==> src/rtl/systolic_pkg.sv <==
// Shared definitions for the systolic array host: FSM state encoding and
// buffer sizing helpers used to derive port and counter widths.
package systolic_pkg;

  typedef enum logic [2:0] {
    StIdle,
    StStream,
    StWaitBusy,
    StWaitIdle,
    StFlush,
    StCollect,
    StDone
  } state_e;

  // Operand words per job: every row and every column consumer gets steps words.
  function automatic int unsigned ops_f(input int unsigned w, input int unsigned h,
                                        input int unsigned s);
    return s * (w + h);
  endfunction

  function automatic int unsigned macs_f(input int unsigned w, input int unsigned h);
    return w * h;
  endfunction

  function automatic int unsigned clog2_min1_f(input int unsigned n);
    return (n <= 1) ? 1 : $clog2(n);
  endfunction

endpackage

==> src/rtl/systolic_host_counter.sv <==
// Saturating up-counter with synchronous clear, used for the operand beat and
// result index so neither can wrap within a job.
module systolic_host_counter #(
  parameter int unsigned Width  = 4,
  parameter int unsigned MaxVal = 8
) (
  input  logic             clk_i,
  input  logic             reset_n_i,
  input  logic             en_i,
  input  logic             clr_i,
  input  logic             inc_i,
  output logic [Width-1:0] count_o
);

  localparam logic [Width-1:0] MaxCnt = Width'(MaxVal);

  logic [Width-1:0] count_d, count_q;

  always_comb begin
    count_d = count_q;
    if (clr_i) begin
      count_d = '0;
    end else if (inc_i && (count_q != MaxCnt)) begin
      count_d = count_q + 1'b1;
    end
  end

  always_ff @(posedge clk_i) begin
    if (!reset_n_i) begin
      count_q <= '0;
    end else if (en_i) begin
      count_q <= count_d;
    end
  end

  assign count_o = count_q;

endmodule

==> src/rtl/systolic_host.sv <==
// Host sequencer for a systolic MAC array: streams buffered operands to the
// array driver, requests a drain, and captures the results into a read buffer.
module systolic_host
  import systolic_pkg::*;
#(
  parameter int unsigned width_p        = 32,
  parameter int unsigned array_width_p  = 2,
  parameter int unsigned array_height_p = 2,
  parameter int unsigned steps_p        = 2,
  localparam int unsigned Ops     = ops_f(array_width_p, array_height_p, steps_p),
  localparam int unsigned Macs    = macs_f(array_width_p, array_height_p),
  localparam int unsigned WrAddrW = clog2_min1_f(Ops),
  localparam int unsigned RdAddrW = clog2_min1_f(Macs)
) (
  input  logic               clk_i,
  input  logic               reset_n_i,
  input  logic               en_i,
  input  logic               wr_en_i,
  input  logic [WrAddrW-1:0] wr_addr_i,
  input  logic [width_p-1:0] wr_data_i,
  input  logic               start_i,
  output logic               valid_o,
  input  logic               ready_i,
  output logic [width_p-1:0] data_o,
  output logic               flush_o,
  input  logic               valid_i,
  output logic               yumi_o,
  input  logic [width_p-1:0] data_i,
  input  logic [RdAddrW-1:0] rd_addr_i,
  output logic [width_p-1:0] rd_data_o,
  output logic               busy_o,
  output logic               done_o
);

  localparam int unsigned BeatW = $clog2(Ops + 1);
  localparam int unsigned IdxW  = $clog2(Macs + 1);
  localparam logic [BeatW-1:0] LastBeat = BeatW'(Ops - 1);
  localparam logic [IdxW-1:0]  LastIdx  = IdxW'(Macs - 1);
  localparam logic [IdxW-1:0]  MacsCnt  = IdxW'(Macs);

  logic [width_p-1:0] operand_q [Ops];
  logic [width_p-1:0] result_q  [Macs];

  state_e state_q, state_d;
  logic   valid_q, flush_q, busy_q, done_q;

  logic [BeatW-1:0] beat;
  logic [IdxW-1:0]  idx;
  logic             host_phase, job_start, beat_hs, yumi;

  assign host_phase = (state_q == StIdle) || (state_q == StDone);
  assign job_start  = en_i && start_i && host_phase;
  assign beat_hs    = en_i && (state_q == StStream) && ready_i;
  assign yumi       = en_i && (state_q == StCollect) && valid_i && (idx < MacsCnt);

  systolic_host_counter #(
    .Width  (BeatW),
    .MaxVal (Ops)
  ) u_beat_cnt (
    .clk_i     (clk_i),
    .reset_n_i (reset_n_i),
    .en_i      (en_i),
    .clr_i     (job_start),
    .inc_i     (beat_hs),
    .count_o   (beat)
  );

  systolic_host_counter #(
    .Width  (IdxW),
    .MaxVal (Macs)
  ) u_idx_cnt (
    .clk_i     (clk_i),
    .reset_n_i (reset_n_i),
    .en_i      (en_i),
    .clr_i     (job_start),
    .inc_i     (yumi),
    .count_o   (idx)
  );

  always_comb begin
    state_d = state_q;
    case (state_q)
      StIdle, StDone: if (start_i) state_d = StStream;
      StStream:       if (ready_i && (beat == LastBeat)) state_d = StWaitBusy;
      StWaitBusy:     if (!ready_i) state_d = StWaitIdle;
      StWaitIdle:     if (ready_i) state_d = StFlush;
      StFlush:        state_d = StCollect;
      StCollect:      if (yumi && (idx == LastIdx)) state_d = StDone;
      default:        state_d = StIdle;
    endcase
  end

  // Outputs are registered from the next state so they line up with state_q.
  always_ff @(posedge clk_i) begin
    if (!reset_n_i) begin
      state_q <= StIdle;
      valid_q <= 1'b0;
      flush_q <= 1'b0;
      busy_q  <= 1'b0;
      done_q  <= 1'b0;
      for (int i = 0; i < int'(Macs); i++) result_q[i] <= '0;
    end else if (en_i) begin
      state_q <= state_d;
      valid_q <= (state_d == StStream);
      flush_q <= (state_d == StFlush);
      busy_q  <= !((state_d == StIdle) || (state_d == StDone));
      done_q  <= (state_d == StDone);
      if (yumi) result_q[idx[RdAddrW-1:0]] <= data_i;
    end
  end

  // Operand buffer survives reset so a job can be rerun without reloading.
  always_ff @(posedge clk_i) begin
    if (reset_n_i && en_i && wr_en_i && host_phase && (32'(wr_addr_i) < Ops)) begin
      operand_q[wr_addr_i] <= wr_data_i;
    end
  end

  assign valid_o   = valid_q;
  assign flush_o   = flush_q;
  assign busy_o    = busy_q;
  assign done_o    = done_q;
  assign yumi_o    = yumi;
  assign data_o    = valid_q ? operand_q[beat[WrAddrW-1:0]] : '0;
  assign rd_data_o = (32'(rd_addr_i) < Macs) ? result_q[rd_addr_i] : '0;

endmodule

==> config.mk <==
export PLATFORM = sky130hd
export DESIGN_NAME = systolic_host
export DESIGN_NICKNAME = d
export VERILOG_FILES = /design/src/rtl/systolic_pkg.sv /design/src/rtl/systolic_host_counter.sv /design/src/rtl/systolic_host.sv
export SDC_FILE = /design/constraint.sdc
export NUM_CORES = 1
export LEC_CHECK = 0
export ABC_AREA = 1
export CORE_MARGIN = 3
export CORE_UTILIZATION = 36
export DETAILED_ROUTE_END_ITERATION = 12
export GPL_TIMING_DRIVEN = 0
export PLACE_DENSITY_LB_ADDON = 0.3
export SLEW_MARGIN = 10
export SYNTH_ARGS = -nofsm -noshare
export SYNTH_HDL_FRONTEND = slang
export SYNTH_SLANG_ARGS = --single-unit
==> constraint.sdc <==
create_clock -name clk_i -period 9.2 [get_ports clk_i]
set_input_delay 1.84 -clock clk_i [delete_from_list [all_inputs] [get_ports clk_i]]
set_output_delay 1.84 -clock clk_i [all_outputs]
set_load 0.02 [all_outputs]
After elaboration in Yosys (flattened, before gate mapping)
Memories as Yosys holds them, arrays and structs flattened. A register that Yosys moved wholly into a read port is not among the register bits.
Index checks and enable logic that the tools add are counted.
- bits in writable memories: 384
- memories: 2
- register bits after elaboration: 14
- output and inout bits: 69
- bits of input ports: 76
- logic and storage cells: 73
- $lt $le $gt $ge: 1
- mux-type cells: 23
- equal/unequal tests: 13
- reductions and logical operators: 25
- $add $sub $neg: 2
- memory list (name ; depth ; bits a word ; rd ports ; clocked after Yosys merged registers in ; wr ports ; line ; text):
    operand_q ; 8 ; 32 ; 1 ; 1 ; 1 ; systolic_host.sv:41 ; logic [width_p-1:0] operand_q [Ops];
    result_q ; 4 ; 32 ; 1 ; 0 ; 4 ; systolic_host.sv:42 ; logic [width_p-1:0] result_q [Macs];
- operator list (cell ; count):
    $mux 32 ; 2
    $reduce_or 32->1 ; 1
    $mux 3 ; 9
    $pmux 3 s6 ; 1
    $eq 3x3->1 const B ; 5
    $logic_and 1x1->1 ; 14
    $eq 3x2->1 const B ; 3
    $mux 1 ; 8
    $mux 4 ; 2
    $eq 3x1->1 const B ; 2
    $logic_not 3->1 ; 2
    $add 4x1->4 const B ; 1
    $eq 4x3->1 const B ; 1
    $ne 4x4->1 const B ; 1
    $reduce_and 2->1 ; 2
    $reduce_bool 2->1 ; 2
    $add 3x1->3 const B ; 1
    $lt 3x3->1 const B ; 1
    $ne 3x3->1 const B ; 1
    $logic_or 1x1->1 ; 2
    $mux 2 ; 1
    $reduce_or 2->1 ; 1
    $logic_not 1->1 ; 1

Logic depth before layout (Yosys ltp)
- depth in word-level cells: 10
- mapped depth: 11
- gate-level depth less buffers: 10

Cells and area by module
A second synthesis with hierarchy kept.
- cell total of the unflattened synthesis: 1393
- area total of the unflattened synthesis: 16567.1 um2
- modules (own cells, without submodules) (module ; cells an instance ; seq. area each (um2) ; instances ; area each (um2)):
    systolic_host ; 1321 ; 11671.2 ; 1 ; 16102.9
    systolic_host_counter (u_beat_cnt) ; 43 ; 80.1 ; 1 ; 279.0
    systolic_host_counter (u_idx_cnt) ; 29 ; 60.1 ; 1 ; 185.2

Worst setup path after synthesis
No wires, ideal clock.
- path kind: input to register
- start point: in reset_n_i
- end point: mem operand_q[0][0], enable pin
- library setup time: 461 ps
- buffers on the path: 1
- data required time: 8739 ps
- stages: 5
- arrival time: 4570 ps
- path slack: 4169 ps
- cells stage by stage: buf_2 nand3_1 a21oi_1 nand2_1 nor3_1
- cells in the longest elaborated chain, start to end: 5
- ends and longest elaborated chain (what ; line ; text):
    start, declared ; systolic_host.sv:16 ; input logic reset_n_i,
    $logic_and 1x1->1 (3 in a row) ; systolic_host.sv:114 ; if (reset_n_i && en_i && wr_en_i && host_phase && (32'(wr_addr_i) < Ops)) begin
    $mux 1 ; systolic_host.sv:114 ;
    $mux 1 (implied by the code) ; systolic_host.sv:115 ; operand_q[wr_addr_i] <= wr_data_i;
    end, declared ; systolic_host.sv:41 ;
No other way between the ends.

Worst setup path after layout
- start point: in rd_addr_i[1]
- end point: out rd_data_o[18]
- cells in the longest elaborated chain, start to end: 1
- ends and longest elaborated chain (what ; line ; text):
    start, declared ; systolic_host.sv:29 ; input logic [RdAddrW-1:0] rd_addr_i,
    $mem_v2 4x32 ; -- ;
    end, declared ; systolic_host.sv:30 ; output logic [width_p-1:0] rd_data_o,
No other way between the ends.

==> summary.md <==
| Metric | Value |
|---|---|
| Status | complete, no violations |
| Pins Over Slew Limit | 0 |
| Via count | approximately 12k |
| Sequential power share | between 50% and 60% |
| Setup-failing EPs final | 0 |
| Max Fclk | 169 MHz |
| Reg2reg setup slack | between 6 and 7 ns |
| CP peak stage delay | 0.68 ns |
| Clock buffer depth | 3 |
| Crit end category | primary output |
| Post-Place Cell Area | between 15000 and 20000 sq um |
| Detail Route Antenna Nets | 0 |
| Slew margin rel. | 54.5% |
| FF-to-FF Start | state_q[1] |
| Pleak | slightly above 7 nW |
| Setup TNS | 0 ns |
| DRT Pass-1 Iters | 5 |
| Pin count of the biggest net entering global routing | 27 |
| Final Hold Viols | 0 |
| Peak supply drop | around 0.00018 V |
| Clock Latency Late Sink | ~0.57 ns |
| CP Class | in2out |
| Combinational cell fraction of total power | 6.6% |
| Total nets after synthesis | roughly 1.4k |
| Post-Syn Area | 16400 sq um |
| Crit path buf inv count | 4 |
| Startpoint Class | input pin |
| Initial Utilization | 36.8% |
| Internal power | between 3 and 4 mW |
| Row cnt | 77 |
| Root Buffer | clkbuf_16 |
| Top cell type's share of synthesized area | 70.2% |
| Mapped Cells | between 1k and 1.5k |
| Post-DP HPWL | approximately 29000 um |
| Post-CTS sizing | 0 |
| RePlAce Congestion | slightly below 0.8 |
| Sw frac | 22.4% |
| Die height | approximately 220 um |
| H-tree levels | 2 |
| Routed len/inst | between 15 and 20 um |
| Required @ worst endpoint | approximately 7.4 ns |
| First-pass GRT wire length | 67200 um |
| Core area | between 40000 and 50000 sq um |
| Final worst-path cycle share | about 64% |
| Critical path cell sequence | clkdlybuf4s50_1, inv_1, clkbuf_1, o21ai_0, o22ai_1, clkdlybuf4s50_1 |
| Aggregate global-route resource usage | 18.1% |
| Most common cell on crit path | clkdlybuf4s50_1 |
| Number of global-route vias before repair | 11.7k |
| Critical Path Start | rd_addr_i[1] |
| Synth area leader | edfxtp_1 |
| Cell variety after synth | 30 |
| DRT iter0 DRCs | around 990 |
| Yosys reg bits | ~400 |
| Max Cap Viol | 0 |
| Mapped Avg Cell Area | 12.0 sq um |
| Fin crit period | 5.93 ns |
| Critical-path top delay cell | clkdlybuf4s50_1 |
| Clock power share | 42.0% |
| Initial antenna violation count | 2 |
| # port buffers | between 100 and 150 |
| Via-to-Cell Ratio | 5.20 |
| Layout area overhead | 24.1% |
| Final WL | ~44000 um |
| CTS buffer count | 43 |
| Clk slew on worst S/H paths | about 0.06 ns |
| RSZ-0062 raised after global routing | no |
| Nets | between 1.5k and 2k |
| GRT overflow | 0 |
| Worst Tran Pin Value | just under 0.7 ns |
| Final instance area | 20400 sq um |
| # hold bufs at CTS | 0 |
| Post-CTS Setup Repair Bufs | 0 |
| Psw | just under 0.9 mW |
| Sink Count | roughly 400 |
| CTS tree | done |
| Synth area leaders | edfxtp_1 (70%), nor2_1 (9.9%), o21ai_0 (5.0%) |
| Synth warn | 0 |
| Share of cells above drive strength 1 | a little under a tenth |
| Skew final | approximately 0.02 ns |
| Power Density | around 190 nW/um^2 |
| Register area share after synthesis | 72.3% |
| Die Area | just under 50000 sq um |
| CP top delay family | buffers and inverters |
| Worst EP arrival | about 4 ns |
| Die X | about 220 um |
| Drt drc | 0 |
| Hold crit path type | reg2reg |
| Crit Path Max Fanout | 10 |
| Worst hold start | flush_o |
| Top-Level Pins | 145 |
layout by cell type, fill, tap and decap left out, drive strengths merged:
cell,count
inv,59
clkinvlp,1
buf,73
clkinv,15
diode,1
nand2,43
o21ai,165
o22ai,32
dfxtp,17
or2,2
xor2,1
a21oi,13
nor2,434
bufinv,2
a21boi,1
ha,4
and3,1
clkbuf,111
o32ai,64
clkdlybuf4s50,142
nor3,44
nand3,14
edfxtp,384
flip-flops by register name, indices dropped and copies added, names as in the netlist, named ones only:
signal / cells
busy_o: 1
result_q: 128
operand_q: 256
flush_o: 1
u_idx_cnt.count_o: 3
u_beat_cnt.count_o: 4
done_o: 1
valid_o: 1
state_q: 3
metal layers:
layer  routed length [um]  vias to the layer above  track usage [%]
li1                     -                     5348                -
met3                 2960                       80             2.98
met1                18500                     5671             23.5
met5                    8                        -                0
met4                 1010                        2             6.01
met2                21400                      420             31.0
kinds of logic after synthesis:
kind of cell	synth area share [%]
buffers and inverters	4.08
AND/OR/NAND/NOR	13.2
flip-flops	72.3
adder cells (fa/ha/maj)	0.305
XOR/XNOR	0.0533
AO/OA/AOI/OAI	10.1
worst paths after layout:
kind / depth (start not counted) / endpoint
setup / recovery: 6 / rd_data_o[18]
hold / removal: 2 / flush_o
setup reg to reg: 10 / operand_q[1][14]
hold reg to reg: 2 / flush_o
metrics by stage:
stage / power [mW] / hold slack [ns] / cells / utilization (%) / setup slack (ns)
2_1_floorplan: 2.19 / 0.456 / 1366 / - / 4.17
3_3_place_gp: 2.33 / 0.463 / 2100 / 41.7 / 1.38
3_5_place_dp: 2.33 / 0.468 / 2136 / 42.7 / 3.24
4_1_cts: 4.00 / 0.477 / 2214 / 45.7 / 3.20
5_1_grt: 4.09 / 0.516 / 2214 / 45.7 / 3.12
6_report: 3.96 / 0.480 / 2215 / 45.7 / 3.27
cell usage after synthesis:
cell type  count
ha_1           4
clkbuf_1      53
nand3_1       14
nor2_8         1
nor2_4         1
nor2_1       432
inv_1         53
dfxtp_1       17
nand2_4        3
buf_6         11
o22ai_1       32
nand2_1       38
and3_2         1
clkinv_1       1
buf_2         22
or2_2          2
buf_4          2
edfxtp_1     384
nor3_1        42
nand2_2        2
buf_1          2
nor3_2         2
clkinv_2       1
inv_2          2
xor2_1         1
o32ai_1       64
o21ai_0      164
o21ai_1        1
a21oi_1       13
a21boi_0       1
worst min-delay path, stage by stage (launching register included):
cell	delay [ns]
dfxtp_1	0.31
nand2_1	0.06
a21oi_1	0.06
power by group through the flow:
stage	Sequential (mW)	Combinational [mW]	Clock, mW
2_1_floorplan	2.07	0.119	0
3_3_place_gp	2.08	0.249	0
3_5_place_dp	2.07	0.261	0
4_1_cts	2.04	0.262	1.70
5_1_grt	2.04	0.282	1.77
6_report	2.04	0.260	1.66
cell type report:
type,instances,area [sq um]
multi-input combinational,818,3940
timing repair buffer,178,1810
sequential,401,11900
fill,4121,24200
inverter,57,215
antenna,1,2.50
clock inverter,20,183
tap,592,741
buffer,90,455
clock buffer,58,1150
Power figures use the tool's default switching activity.
